**config.mk**
```make
export PLATFORM = sky130hd
export DESIGN_NAME = nn_param_loader
export DESIGN_NICKNAME = d
export VERILOG_FILES = /design/src/rtl/nn_param_loader.sv
export SDC_FILE = /design/constraint.sdc
export NUM_CORES = 1
export LEC_CHECK = 0
export CORE_UTILIZATION = 63
export DETAILED_ROUTE_END_ITERATION = 10
export DONT_BUFFER_PORTS = 1
export PLACE_DENSITY = 0.79
export SLEW_MARGIN = 20
export SYNTH_ARGS = -nofsm -noshare
export SYNTH_HDL_FRONTEND = slang
export SYNTH_SLANG_ARGS = --single-unit
```
**constraint.sdc**
```tcl
create_clock -name i_clk -period 9.34 [get_ports i_clk]
set_input_delay 0.934 -clock i_clk [delete_from_list [all_inputs] [get_ports i_clk]]
set_output_delay 0.934 -clock i_clk [all_outputs]
set_load 0.005 [all_outputs]
```
**src/rtl/nn_param_loader.sv**
```systemverilog
// Parameter-stream sequencer for the four-layer network: walks layer/neuron/weight
// counters over one AXI-stream packet and drives the shared weight/bias bus.
module nn_param_loader #(
   parameter int NUM_NEURON_L1 = 30,
   parameter int NUM_NEURON_L2 = 30,
   parameter int NUM_NEURON_L3 = 10,
   parameter int NUM_NEURON_L4 = 10,
   parameter int NUM_WEIGHT_L1 = 784,
   parameter int NUM_WEIGHT_L2 = 30,
   parameter int NUM_WEIGHT_L3 = 30,
   parameter int NUM_WEIGHT_L4 = 10
) (
   input  logic        i_clk,
   input  logic        i_reset,
   input  logic        i_start,
   input  logic [31:0] i_s_axis_data,
   input  logic        i_s_axis_valid,
   input  logic        i_s_axis_last,
   output logic        o_s_axis_ready,
   output logic [31:0] o_weight,
   output logic        o_weight_valid,
   output logic [31:0] o_bias,
   output logic        o_bias_valid,
   output logic [31:0] o_layer_id,
   output logic [31:0] o_neuron_id,
   output logic        o_busy,
   output logic        o_done,
   output logic        o_loaded,
   output logic        o_error
);

   localparam int MAX_N = (NUM_NEURON_L1 > NUM_NEURON_L2 ? NUM_NEURON_L1 : NUM_NEURON_L2) >
                          (NUM_NEURON_L3 > NUM_NEURON_L4 ? NUM_NEURON_L3 : NUM_NEURON_L4) ?
                          (NUM_NEURON_L1 > NUM_NEURON_L2 ? NUM_NEURON_L1 : NUM_NEURON_L2) :
                          (NUM_NEURON_L3 > NUM_NEURON_L4 ? NUM_NEURON_L3 : NUM_NEURON_L4);
   localparam int MAX_W = (NUM_WEIGHT_L1 > NUM_WEIGHT_L2 ? NUM_WEIGHT_L1 : NUM_WEIGHT_L2) >
                          (NUM_WEIGHT_L3 > NUM_WEIGHT_L4 ? NUM_WEIGHT_L3 : NUM_WEIGHT_L4) ?
                          (NUM_WEIGHT_L1 > NUM_WEIGHT_L2 ? NUM_WEIGHT_L1 : NUM_WEIGHT_L2) :
                          (NUM_WEIGHT_L3 > NUM_WEIGHT_L4 ? NUM_WEIGHT_L3 : NUM_WEIGHT_L4);
   localparam int MAX_B = MAX_N > MAX_W ? MAX_N : MAX_W;
   // Layer counter shares the width, so it must still reach 4.
   localparam int CW    = $clog2(MAX_B) > 3 ? $clog2(MAX_B) : 3;

   typedef enum logic [2:0] {IDLE, LOAD_W, LOAD_B, DONE, ERROR} state_t;

   state_t        state, state_nxt;
   logic [CW-1:0] layer, neuron, widx;
   logic [CW-1:0] w_last, n_last;
   logic          accept, start_ok, final_bias;

   always_comb begin
      w_last = CW'(NUM_WEIGHT_L1 - 1);
      n_last = CW'(NUM_NEURON_L1 - 1);
      case (layer)
         CW'(2): begin w_last = CW'(NUM_WEIGHT_L2 - 1); n_last = CW'(NUM_NEURON_L2 - 1); end
         CW'(3): begin w_last = CW'(NUM_WEIGHT_L3 - 1); n_last = CW'(NUM_NEURON_L3 - 1); end
         CW'(4): begin w_last = CW'(NUM_WEIGHT_L4 - 1); n_last = CW'(NUM_NEURON_L4 - 1); end
         default: ;
      endcase
   end

   always_ff @(posedge i_clk or posedge i_reset) begin
      if (i_reset) state <= IDLE;
      else         state <= state_nxt;
   end

   always_comb begin
      state_nxt      = state;
      o_s_axis_ready = (state == LOAD_W) || (state == LOAD_B);
      o_busy         = o_s_axis_ready;
      accept         = i_s_axis_valid && o_s_axis_ready;
      start_ok       = i_start && !o_s_axis_ready;
      final_bias     = (neuron == n_last) && (layer == CW'(4));
      case (state)
         IDLE, DONE, ERROR: if (i_start) state_nxt = LOAD_W;
         LOAD_W: if (accept) begin
            if (i_s_axis_last)      state_nxt = ERROR;
            else if (widx == w_last) state_nxt = LOAD_B;
         end
         LOAD_B: if (accept) begin
            if (final_bias)         state_nxt = i_s_axis_last ? DONE : ERROR;
            else if (i_s_axis_last) state_nxt = ERROR;
            else                    state_nxt = LOAD_W;
         end
         default: state_nxt = IDLE;
      endcase
   end

   always_ff @(posedge i_clk or posedge i_reset) begin
      if (i_reset) begin
         layer          <= '0;
         neuron         <= '0;
         widx           <= '0;
         o_weight       <= '0;
         o_weight_valid <= 1'b0;
         o_bias         <= '0;
         o_bias_valid   <= 1'b0;
         o_layer_id     <= '0;
         o_neuron_id    <= '0;
         o_done         <= 1'b0;
         o_loaded       <= 1'b0;
         o_error        <= 1'b0;
      end else begin
         o_weight_valid <= 1'b0;
         o_bias_valid   <= 1'b0;
         o_done         <= 1'b0;
         if (start_ok) begin
            layer    <= CW'(1);
            neuron   <= '0;
            widx     <= '0;
            o_loaded <= 1'b0;
            o_error  <= 1'b0;
         end
         if (accept) begin
            o_layer_id  <= 32'(layer);
            o_neuron_id <= 32'(neuron);
         end
         if (accept && state == LOAD_W) begin
            o_weight       <= i_s_axis_data;
            o_weight_valid <= 1'b1;
            widx           <= (widx == w_last) ? '0 : widx + CW'(1);
         end
         if (accept && state == LOAD_B) begin
            o_bias       <= i_s_axis_data;
            o_bias_valid <= 1'b1;
            if (neuron != n_last) begin
               neuron <= neuron + CW'(1);
            end else if (layer != CW'(4)) begin
               layer  <= layer + CW'(1);
               neuron <= '0;
            end
         end
         if (state_nxt == DONE && state != DONE) begin
            o_done   <= 1'b1;
            o_loaded <= 1'b1;
         end
         if (state_nxt == ERROR && state != ERROR) begin
            o_error  <= 1'b1;
            o_loaded <= 1'b0;
         end
      end
   end

endmodule
```
Yosys cells after proc, flatten, opt, wreduce, memory -nomap -nowiden
Index checks and enable logic that the tools add are counted.
{"block": "word_totals", "ff_bits": 122, "output_inout_bits": 135, "word_cells": 76}
{"block": "op_classes", "add_sub_neg": 3, "n_eq_ne": 15, "muxes": 29, "n_reduce_logical": 16}
{"op": "two-way mux 10 bit", "n": 11}
{"op": "adder 10 x 1 -> 10 bit (second input constant)", "n": 3}
{"op": "two-way mux 3 bit", "n": 8}
{"op": "equality test 10 bit", "n": 2}
{"op": "equality test 10 x 2 -> 1 bit (second input constant)", "n": 2}
{"op": "case mux 10 bit (2 select lines)", "n": 1}
{"op": "equality test 10 x 3 -> 1 bit (second input constant)", "n": 1}
{"op": "inequality test 10 bit", "n": 1}
{"op": "inequality test 10 x 3 -> 1 bit (second input constant)", "n": 1}
{"op": "equality test 3 x 2 -> 1 bit (second input constant)", "n": 3}
{"op": "case mux 3 bit (3 select lines)", "n": 1}
{"op": "logical AND 1 bit", "n": 7}
{"op": "two-way mux 1 bit", "n": 7}
{"op": "equality test 3 bit (second input constant)", "n": 2}
{"op": "two-way mux 5 bit", "n": 1}
{"op": "nonzero test 2 bit", "n": 2}
{"op": "OR reduction 2 bit", "n": 2}
{"op": "equality test 3 x 1 -> 1 bit (second input constant)", "n": 1}
{"op": "logical NOT 3 bit", "n": 1}
{"op": "inequality test 3 x 2 -> 1 bit (second input constant)", "n": 1}
{"op": "inequality test 3 bit (second input constant)", "n": 1}
{"op": "nonzero test 3 bit", "n": 1}
{"op": "OR reduction 3 bit", "n": 1}
{"op": "logical NOT 1 bit", "n": 1}
{"op": "logical OR 1 bit", "n": 1}

Depth between registers and ports, before layout
{"block": "depth", "depth_word": 12, "ltp_mapped": 12}

Worst setup path after synthesis
No wires, ideal clock.
{"block": "synth_timing", "kind": "register to register", "startpoint": "register layer[4]", "endpoint": "register o_loaded", "t_arrival_ns": 2.691, "path_slack_ns": 6.566, "path_stages_with_launch": 11, "synth_period_minus_slack_ns": 2.774, "cell_sequence": "dfrtp_1 > or4_4 > or4b_4 > a211oi_1 > ha_1 > inv_1 > a21oi_1 > o21ai_0 > o21bai_1 > a22oi_1 > o22ai_1"}
{"block": "synth_via", "elab_chain_cells": 12, "elab_cells_between_ends": 23, "cone_classes": "7 x eq/ne; 10 x mux; 6 x reduce/logical"}
{"item": "start: declaration", "line_no": "47", "rtl": "logic [CW-1:0] layer, neuron, widx;"}
{"item": "start signal: assignment", "line_no": "129", "rtl": "layer <= layer + CW'(1);"}
{"item": "equality test 10 x 2 -> 1 bit or equality test 10 x 3 -> 1 bit (tied branches)", "line_no": "54, 73"}
{"item": "OR reduction 2 bit (no line)"}
{"item": "case mux 10 bit (2 select lines) or two-way mux 5 bit (tied branches)", "line_no": "54", "rtl": "case (layer)"}
{"item": "equality test 10 bit (on tied branches)", "line_no": "78, 73"}
{"item": "two-way mux 3 bit or logical AND 1 bit (tied branches)", "line_no": "78, 73"}
{"item": "two-way mux 3 bit (on tied branches)", "line_no": "77, 81"}
{"item": "two-way mux 3 bit (on tied branches)", "line_no": "76, 80"}
{"item": "case mux 3 bit (3 select lines) *", "line_no": "74", "rtl": "case (state)"}
{"item": "equality test 3 x 2 -> 1 bit", "line_no": "133", "rtl": "if (state_nxt == DONE && state != DONE) begin"}
{"item": "logical AND 1 bit", "line_no": "133"}
{"item": "two-way mux 1 bit", "line_no": "133"}
{"item": "two-way mux 1 bit", "line_no": "137", "rtl": "if (state_nxt == ERROR && state != ERROR) begin"}
{"item": "end signal: assignment", "line_no": "111", "rtl": "o_loaded <= 1'b0;"}
{"item": "end signal: assignment", "line_no": "135", "rtl": "o_loaded <= 1'b1;"}
{"item": "end signal: assignment", "line_no": "139", "rtl": "o_loaded <= 1'b0;"}
{"item": "end: declaration", "line_no": "28", "rtl": "output logic o_loaded,"}
Mark *: on every way between the ends. The rest lies on a longest branch, timed or not.
A chain may end at the register's enable or synchronous reset.

Worst setup path in the final report
Ends and elaborated chain as after synthesis.

==> metrics.txt <==
outcome=finished clean; max-cap violation count=0; DR pass1 iterations=4; Sw Pwr=464.4 uW; Post-Route Setup TNS=0 ns; clk_skew=0.009106 ns; Synth Register Bits=122; Routed Antenna Nets=0; fin crit period=3.184 ns; Req. time, crit path=9.77 ns; met2 global-route usage=0.4020; die footprint=9343 um2; initial drt markers=255; gpl congestion=0.8515; largest family of logic cells by synthesized area=simple AND/OR/NAND/NOR gates; RSZ-0062 raised after global routing=false; Final Hold Viols=0; CTS tree=built; PostCTS Resize Cnt=0; CTS hold repair buffers=0; Global Route Usage Sum=0.2522; I/O Pins=172; most common cell after layout, fill and taps aside=dfrtp_1; drt drc=0; Die Width=96.66 um; Clock Pin Slew Worst Setup and Hold Paths=0.06 ns; # diodes=0; WS Path Type=reg2reg; CTS sink count=122; Bufs on Longest Clock Path=2; met1 Use GR=0.3075; placed cell count=624; fraction of the mapped netlist area in compound gates=0.07114; Area Growth Syn to Fin=9.486%; H-tree depth=4; Synth Area in XOR/XNOR=0.01241; internal power=1.147 mW; Sw Ratio=0.2883; Die Y=96.66 um; clock latency on the worst-skew pair=0.51 ns; largest net degree at the start of global routing=64; Worst Max-Slew Pin Slew=1.007 ns; synth top area cells=dfrtp_1, mux2_2, nand2_1, buf_4, ha_1; GR peak layer=met2; pwr dens=260.6 nW/um2; Netlist Area Pre-Place=5645 um2; Syn Area/Cell=10.57 um2; Final Setup Violations=0; row cnt=34; yosys warns=0; via count=3719; Synth Area in Adders=0.01551; post-synthesis mux area share=0.1126; post-synthesis cell type count=48; Comb pwr share=0.135; Clock Tree Root=clkbuf_8; Synth async-reset ratio=1.000; Initial Utilization=0.6505; drt wl/cell=17.06 um; Post-DP HPWL=7452 um; Port Buffers=0; GRT overflow=0; ys flop type=dfrtp_1; Simple-Gate Fraction of Synth Area=0.1640; crit path DAT=3.61 ns; Crit Path Max Fanout=7; final WL=11190 um; critical path capture point type=flip-flop; M3 GR Usage=0.08165; vias in the first global route=3919; cell count after synthesis=534; Worst setup SP type=flip-flop; Leakage=3.070 nW; Clock power frac=0.427; register area share after synthesis=0.5408; Tot Pwr=1.611 mW; initial antenna violation count=0; maximum vdd drop=0.1709 mV; Max Clk Rate=314.1 MHz; Final Non-Filler Cells=656; layout cells sized above 1=0.1697; first-pass GRT wire length=18660 um; drt via density=5.669; period utilisation layout=0.3409; Hold WS=0.4060 ns; post-synth top area cell=dfrtp_1; Post-CTS Repair Setup Buffers=0; Hold/Removal Path Class=in2async; headroom to the max-slew limit=0.3287; Yosys top cell area share=0.5408; CTS Buf Count=17; Slew Limit Fails=0; Core ar.=8678 um2; Seq pwr share=0.438; number of flops mapped to enable cells by yosys=0; commonest cells after routing, fill and taps aside=dfrtp_1, nand2_1, mux2_2; nets@finish=579
## worst paths after layout
kind | slack [ns] | depth (start not counted) | startpoint | end
max reg2reg | 6.16 | 10 | layer[4] | o_loaded
min in group i_clk | 0.51 | 2 | o_weight[5] | o_weight[5]
max in group asynchronous | 7.67 | 2 | i_reset | neuron[1]
min reg2reg | 0.51 | 2 | o_weight[5] | o_weight[5]
max | 6.16 | 10 | layer[4] | o_loaded
min | 0.41 | 1 | i_reset | o_weight[30]
## synthesized netlist by cell type, types with 2 or more instances
cell / count
nor3_1: 3
a31oi_1: 5
a21oi_1: 15
nor2_1: 15
buf_2: 2
xor2_1: 3
nor3b_1: 2
nand2b_1: 10
nand3_1: 13
clkbuf_1: 14
a22o_1: 4
xnor2_1: 5
o21ai_1: 2
nor2b_1: 3
nand2_1: 120
mux2i_1: 5
and3_1: 9
nand4_1: 6
a21o_1: 3
nor4b_1: 2
dfrtp_1: 122
o22ai_1: 2
o21bai_1: 4
or3_1: 7
or4bb_1: 2
and2_1: 3
mux2_2: 52
a211oi_1: 2
buf_4: 47
o21ai_0: 17
inv_1: 12
ha_1: 7
## registers in the layout, indices dropped and copies added (netlist names)
signal / cells
layer: 10
neuron: 10
o_bias: 32
o_bias_valid: 1
o_done: 1
o_error: 1
o_layer_id: 10
o_loaded: 1
o_neuron_id: 10
o_weight: 32
o_weight_valid: 1
state: 3
widx: 10
## power by group through the flow
stage	clock, mW	combinational [mW]	sequential (mW)
finish	0.688	0.217	0.706
detailed placement	0	0.222	0.712
global route	0.721	0.255	0.718
floorplan	0	0.202	0.684
CTS	0.700	0.220	0.707
global placement	0	0.209	0.712
## metrics by stage
stage                     utilization  worst slack [ns]  cell area (um2)
after floorplan                     -             5.163             5807
after global placement         0.6393             6.427             5548
after detailed placement       0.6393             6.285             5548
after CTS                      0.7122             6.185             6181
after global routing           0.7122             6.029             6181
final                          0.7122             6.156             6181
## area by class of cell
class / instances / area, um2
Inverter: 13 / 51.30
Tap cell: 108 / 135.1
Clock buffer: 19 / 441.7
Clock inverter: 13 / 191.4
Timing Repair Buffer: 3 / 22.52
Sequential cell: 122 / 3053
Multi-Input combinational cell: 378 / 2286
Fill cell: 656 / 2497
## cell families after synthesis
kind of cell             after synthesis
AO/OA/AOI/OAI                         62
XOR/XNOR                               8
adder cells (fa/ha/maj)                7
buffers and inverters                 77
flip-flops                           122
multiplexers                          57
other                                  1
AND/OR/NAND/NOR                      200
## critical path, cell delays in order, from the launching register on
cell	delay, ns
dfrtp_1	0.45
or4_4	0.60
or4b_4	0.60
a211oi_1	0.41
ha_1	0.31
inv_1	0.07
a21oi_1	0.06
o21ai_0	0.20
o21bai_1	0.14
a22oi_1	0.10
o22ai_1	0.15
## layer usage
metal | routed length (um) | share of wire
met2 | 5467 | 0.49
met5 | 0 | 0
met4 | 274 | 0.024
met1 | 4594 | 0.41
met3 | 858 | 0.077
No activity file was read; power rests on OpenSTA's default activity.
